## src/rtl/const_def.sv

```systemverilog
// Shared RV32 decode constants and immediate extraction helpers.
package const_def;

   localparam logic [6:0] B_TYPE = 7'b1100011;
   localparam logic [6:0] JAL    = 7'b1101111;

   // B-type immediate: {inst[31], inst[7], inst[30:25], inst[11:8], 0}, sign-extended.
   function automatic logic signed [31:0] imm_b(input logic [31:0] inst);
      return {{20{inst[31]}}, inst[7], inst[30:25], inst[11:8], 1'b0};
   endfunction

   // J-type immediate: {inst[31], inst[19:12], inst[20], inst[30:21], 0}, sign-extended.
   function automatic logic signed [31:0] imm_j(input logic [31:0] inst);
      return {{12{inst[31]}}, inst[19:12], inst[20], inst[30:21], 1'b0};
   endfunction

endpackage

```

## src/rtl/bp_sat_counter_table.sv

```systemverilog
// Pattern history table of saturating direction counters.
// Reads are combinational, so a same-cycle read of an entry being written sees the old value.
module bp_sat_counter_table #(
   parameter int IDX_W = 7,
   parameter int CNT_W = 2
) (
   input  logic             clk,
   input  logic             rst,
   input  logic [IDX_W-1:0] rd_idx,
   output logic [CNT_W-1:0] rd_cnt,
   input  logic             wr_en,
   input  logic [IDX_W-1:0] wr_idx,
   input  logic             wr_taken
);

   localparam int DEPTH = 1 << IDX_W;
   localparam logic [CNT_W-1:0] CNT_MAX  = '1;
   localparam logic [CNT_W-1:0] CNT_INIT = {1'b0, {(CNT_W-1){1'b1}}};

   logic [CNT_W-1:0] pht [DEPTH];

   // Move one step toward taken or not-taken, holding at either end.
   function automatic logic [CNT_W-1:0] sat_step(input logic [CNT_W-1:0] cnt, input logic taken);
      if (taken)
         return (cnt == CNT_MAX) ? cnt : cnt + CNT_W'(1);
      else
         return (cnt == '0) ? cnt : cnt - CNT_W'(1);
   endfunction

   assign rd_cnt = pht[rd_idx];

   // Weakly-not-taken init on reset; otherwise train the committed entry.
   always_ff @(posedge clk or posedge rst) begin
      if (rst) begin
         for (int i = 0; i < DEPTH; i++) pht[i] <= CNT_INIT;
      end else if (wr_en) begin
         pht[wr_idx] <= sat_step(pht[wr_idx], wr_taken);
      end
   end

endmodule

```

## src/rtl/bp_gshare.sv

```systemverilog
// Fetch-stage branch predictor: bimodal or gshare direction, JAL targets,
// speculative global history with commit-time repair, and saturating statistics.
module bp_gshare
   import const_def::*;
#(
   parameter int IDX_W  = 7,
   parameter int CNT_W  = 2,
   parameter int HIST_W = 6,
   parameter int MODE   = 1,
   parameter int STAT_W = 32
) (
   input  logic              clk,
   input  logic              rst,
   input  logic              rdy,
   input  logic              if_valid,
   input  logic [31:0]       if_pc,
   input  logic [31:0]       if_inst,
   output logic              predict_res,
   output logic [31:0]       predict_pc,
   output logic [HIST_W-1:0] predict_ghr,
   input  logic              rob_valid,
   input  logic [31:0]       commit_pc,
   input  logic              commit_taken,
   input  logic [HIST_W-1:0] commit_ghr,
   input  logic              commit_mispredict,
   output logic [STAT_W-1:0] stat_branches,
   output logic [STAT_W-1:0] stat_misses
);

   localparam logic [STAT_W-1:0] STAT_MAX = '1;

   logic [HIST_W-1:0] spec_ghr;
   logic [IDX_W-1:0]  fetch_idx;
   logic [IDX_W-1:0]  commit_idx;
   logic [CNT_W-1:0]  pht_cnt;
   logic              is_b;
   logic              is_jal;
   logic              unused_commit_pc;

   // Shift a new outcome into the history; truncation drops the oldest bit (works for HIST_W=1).
   function automatic logic [HIST_W-1:0] shift_hist(input logic [HIST_W-1:0] h, input logic b);
      return HIST_W'({h, b});
   endfunction

   function automatic logic [STAT_W-1:0] sat_inc(input logic [STAT_W-1:0] v);
      return (v == STAT_MAX) ? v : v + STAT_W'(1);
   endfunction

   assign is_b   = (if_inst[6:0] == B_TYPE);
   assign is_jal = (if_inst[6:0] == JAL);

   assign fetch_idx  = (MODE == 1) ? (if_pc[IDX_W+1:2] ^ IDX_W'(spec_ghr))
                                   : if_pc[IDX_W+1:2];
   assign commit_idx = (MODE == 1) ? (commit_pc[IDX_W+1:2] ^ IDX_W'(commit_ghr))
                                   : commit_pc[IDX_W+1:2];

   // Only the index bits of the committing PC matter for training.
   assign unused_commit_pc = ^{commit_pc[31:IDX_W+2], commit_pc[1:0]};

   bp_sat_counter_table #(
      .IDX_W (IDX_W),
      .CNT_W (CNT_W)
   ) u_pht (
      .clk      (clk),
      .rst      (rst),
      .rd_idx   (fetch_idx),
      .rd_cnt   (pht_cnt),
      .wr_en    (rdy && rob_valid),
      .wr_idx   (commit_idx),
      .wr_taken (commit_taken)
   );

   assign predict_ghr = spec_ghr;

   // Direction and next-PC for the instruction being fetched.
   always_comb begin
      predict_res = 1'b0;
      predict_pc  = if_pc + 32'd4;
      if (is_b) begin
         predict_res = pht_cnt[CNT_W-1];
         if (pht_cnt[CNT_W-1]) predict_pc = if_pc + imm_b(if_inst);
      end else if (is_jal) begin
         predict_res = 1'b1;
         predict_pc  = if_pc + imm_j(if_inst);
      end
   end

   // Speculative history: mispredict repair wins over a (wrong-path) fetch in the same cycle.
   always_ff @(posedge clk or posedge rst) begin
      if (rst) begin
         spec_ghr <= '0;
      end else if (rdy) begin
         if (rob_valid && commit_mispredict)
            spec_ghr <= shift_hist(commit_ghr, commit_taken);
         else if (if_valid && is_b)
            spec_ghr <= shift_hist(spec_ghr, predict_res);
      end
   end

   // Committed-branch and mispredict counters, holding at all-ones.
   always_ff @(posedge clk or posedge rst) begin
      if (rst) begin
         stat_branches <= '0;
         stat_misses   <= '0;
      end else if (rdy && rob_valid) begin
         stat_branches <= sat_inc(stat_branches);
         if (commit_mispredict) stat_misses <= sat_inc(stat_misses);
      end
   end

endmodule
```

## config.mk

```make
export PLATFORM = sky130hd
export DESIGN_NAME = bp_gshare
export DESIGN_NICKNAME = d
export VERILOG_FILES = /design/src/rtl/const_def.sv /design/src/rtl/bp_sat_counter_table.sv /design/src/rtl/bp_gshare.sv
export SDC_FILE = /design/constraint.sdc
export NUM_CORES = 1
export LEC_CHECK = 0
export ABC_CLOCK_PERIOD_IN_PS = 31900
export CAP_MARGIN = 0
export CORE_MARGIN = 1.5
export CORE_UTILIZATION = 63
export DETAILED_ROUTE_END_ITERATION = 10
export GPL_TIMING_DRIVEN = 0
export PLACE_DENSITY = 0.87
export SLEW_MARGIN = 40
export SYNTH_ARGS = -nofsm -noshare
export SYNTH_HDL_FRONTEND = slang
export SYNTH_SLANG_ARGS = --single-unit
```

## constraint.sdc

```tcl
create_clock -name clk -period 31.9 [get_ports clk]
set_clock_uncertainty 0.05 [all_clocks]
set_input_delay 6.38 -clock clk [delete_from_list [all_inputs] [get_ports clk]]
set_output_delay 6.38 -clock clk [all_outputs]
set_load 0.1 [all_outputs]
```

==> metrics.md <==
| Metric | Value |
|---|---|
| VDD IR-drop max | ~80 uV |
| WHS Endpoint | stat_branches[16] |
| Clock buffer depth | 3 |
| Setup TNS Final | 0 ns |
| PD cells | 56.0 nW/um^2 |
| Root Driver | clkbuf_16 |
| Reg-to-Reg Start | predict_ghr[1] |
| Register Area | just over 8000 sq um |
| Vias | 19.3k |
| Routed wire per std cell | approximately 28 microns |
| Status | completed |
| Reg clk slew, reported paths | around 0.06 ns |
| TritonCTS clock tree | done |
| HP Start | stat_branches[16] |
| Main flop type after synthesis | dfrtp_1 |
| Maxcap violations | 0 |
| Worst skew pair latency | approximately 0.56 ns |
| Worst reg2reg path depth | 10 |
| Row count | 66 |
| RR Endpoint | predict_ghr[0] |
| Commonest cells post-synth | mux2_2 (269), nand2_1 (226), dfrtp_1 (198) |
| Port buffer count | 185 |
| Post-CTS setup buffers | 0 |
| Critical path's largest stage delay | ~0.73 ns |
| Critical path, cell by cell | clkdlybuf4s50_1, xor2_1, clkbuf_1, mux4_2, mux2i_1, o21ai_0, a2111oi_1, nor4_4, buf_2, nand2_2, nor2_1, a2111oi_0, buf_2 |
| Fin. Hold Viols | 0 |
| Synth Area per Inst | approximately 10 sq um |
| CP Launch Point | if_pc[3] |
| Worst EP required | 25.47 ns |
| Multi-input logic area | between 10000 and 15000 sq um |
| Worst-Margin Slew | 0.945 ns |
| H-Tree Depth | 2 |
| Critical path's top delay family | buffers and inverters |
| Mapped Cells | around 2k |
| Hold Path Class | reg2reg |
| Buf/Inv on CP | 4 |
| Layout cells sized above 1 | between 30% and 40% |
| CTS sink cnt | about 330 |
| # DRC | 0 |
| Gr ovfl total | 0 |
| Largest cells by area after synthesis | dfrtp_1 (24%), dfstp_2 (16%), mux2_2 (14%) |
| Largest net degree at the start of global routing | 87 |
| WL final | about 76000 microns |
| ANT nets after route | 0 |
| Startpoint Class | input pin |
| Hold-fix buffers at CTS | 0 |
| Number of global-route vias before repair | around 19k |
| Yosys top cell by area | dfrtp_1 |
| Die width | 185 microns |
| Total GRT Usage | between 40 and 50% |
| Mapped cell area | approximately 21000 sq um |
| WP depth | 13 |
| Die Height | 185 microns |
| Sequential area share after synthesis | roughly 40% |
| Overall power | between 1000 and 1500 uW |
| Die Area | roughly 34000 sq um |
| # fillers | ~2.3k |
| WP data arrival | ~12 ns |
| I/O Pins | ~210 |
| LEAKAGE | about 0.010 uW |
| Reg-to-reg setup timing slack | between 20 and 30 ns |
| EDFF count, synth | 0 |
| Seq cells post-synth | between 300 and 400 |
| Layout Utilization | about 75% |
| Period utilisation layout | about 57% |
| Slowest library cell on the worst path | clkdlybuf4s50_1 |
| Initial DRC count | 2675 |
| FMAX | around 55 MHz |
| Critical path peak fanout | 10 |
| Initial Util | 64.2% |
| Synth unique cells | 77 |
| Final setup fails | 0 |
| First-pass GRT wire length | approximately 110000 microns |
| Detailed Place HPWL | 53800 microns |
| GP Congestion | roughly 1.0 |
| Top-area cell type share of the netlist area | 23.7% |
| Worst path most repeated cell | buf_2 |
| Slew headroom | 36.8% |
| Final Max Slew Viols | 0 |
| Net Count, Synth | between 2k and 2.5k |
| Area grow syn2layout | 16.2% |
| Count leader, synth | mux2_2 |
| Net count, final | 2435 |
| RSZ-0062 raised after global routing | false |
| CTS buffer count | 36 |
| Core Area | around 33000 sq um |
| Fin crit period | between 15 and 20 ns |
| WS Path Type | in2out |
| Via density | 7.01 |
| CTS resizes | 0 |
| Share of flip-flops with an asynchronous set or reset | between 90% and 100% |
| Hold path depth | 1 |
| DRT Pass-1 Iters | 8 |
| Ys Warns | 0 |
| Antenna violations before repair | 2 |
| Worst setup EP type | primary output |
[sequential cells by signal, summed over array words and instances (netlist names)]
| signal | count |
|---|---|
| predict_ghr | 6 |
| stat_branches | 32 |
| stat_misses | 32 |
| u_pht.pht | 256 |
[layout by cell type (no fill, tap or decap), drive strengths merged, types with 36 or more instances in the layout]
cell type,instances
mux2,269
nand2,227
dfrtp,198
nand3,70
a21oi,91
xor2,51
clkdlybuf4s50,81
dfstp,128
nor2,166
nand4,36
mux4,36
xnor2,98
inv,36
o21ai,69
clkbuf,104
mux2i,37
buf,177
ha,46
[layer usage]
metal / track usage, % / vias up / wire length [microns]
met5: 1.63 / - / 74
met4: 27.4 / 4 / 5570
met3: 14.3 / 480 / 9660
met2: 68.3 / 1564 / 33800
met1: 54.6 / 9212 / 27200
li1: - / 8014 / -
[final cells by class]
class	instances	share of cell area (%)
antenna	2	0.0206
buffer	106	2.72
clock buffer	59	4.56
clock inverter	6	0.386
inverter	33	0.540
multi-input combinational	1578	49.1
sequential	326	34.2
tap	442	2.27
timing repair buffer	197	6.21
[cells by family after synthesis]
| kind of cell | Yosys count | share of synthesized area, % |
|---|---|---|
| simple gates | 632 | 14.1 |
| compound gates | 405 | 13.0 |
| mux | 342 | 20.1 |
| flops | 326 | 39.7 |
| xor+xnor | 149 | 6.34 |
| buf+inv | 139 | 3.73 |
| fa+ha+maj | 50 | 3.05 |
[stage by stage]
stage | instances | hold WS (ns) | setup slack, ns | area [sq um]
4_1_cts | 2744 | 0.438 | 13.91 | 24200
3_5_place_dp | 2679 | 0.428 | 13.95 | 23000
6_report | 2749 | 0.439 | 13.59 | 24300
5_1_grt | 2747 | 0.458 | 13.61 | 24300
2_1_floorplan | 2043 | 0.441 | 12.05 | 20900
3_3_place_gp | 2670 | 0.428 | 12.95 | 23300
[worst max-delay path by stage]
stage / endpoint
2_1_floorplan: predict_pc[25]
3_3_place_gp: predict_pc[25]
3_5_place_dp: predict_pc[25]
4_1_cts: predict_pc[25]
5_1_grt: predict_pc[25]
6_report: predict_pc[25]
[power breakdown]
part | internal [uW] | total (uW) | switching, uW
Clock | 248 | 427 | 179
Combinational | 137 | 432 | 295
Sequential | 466 | 503 | 37.2
Total | 852 | 1360 | 511
No activity file was read; power rests on OpenSTA's default activity.
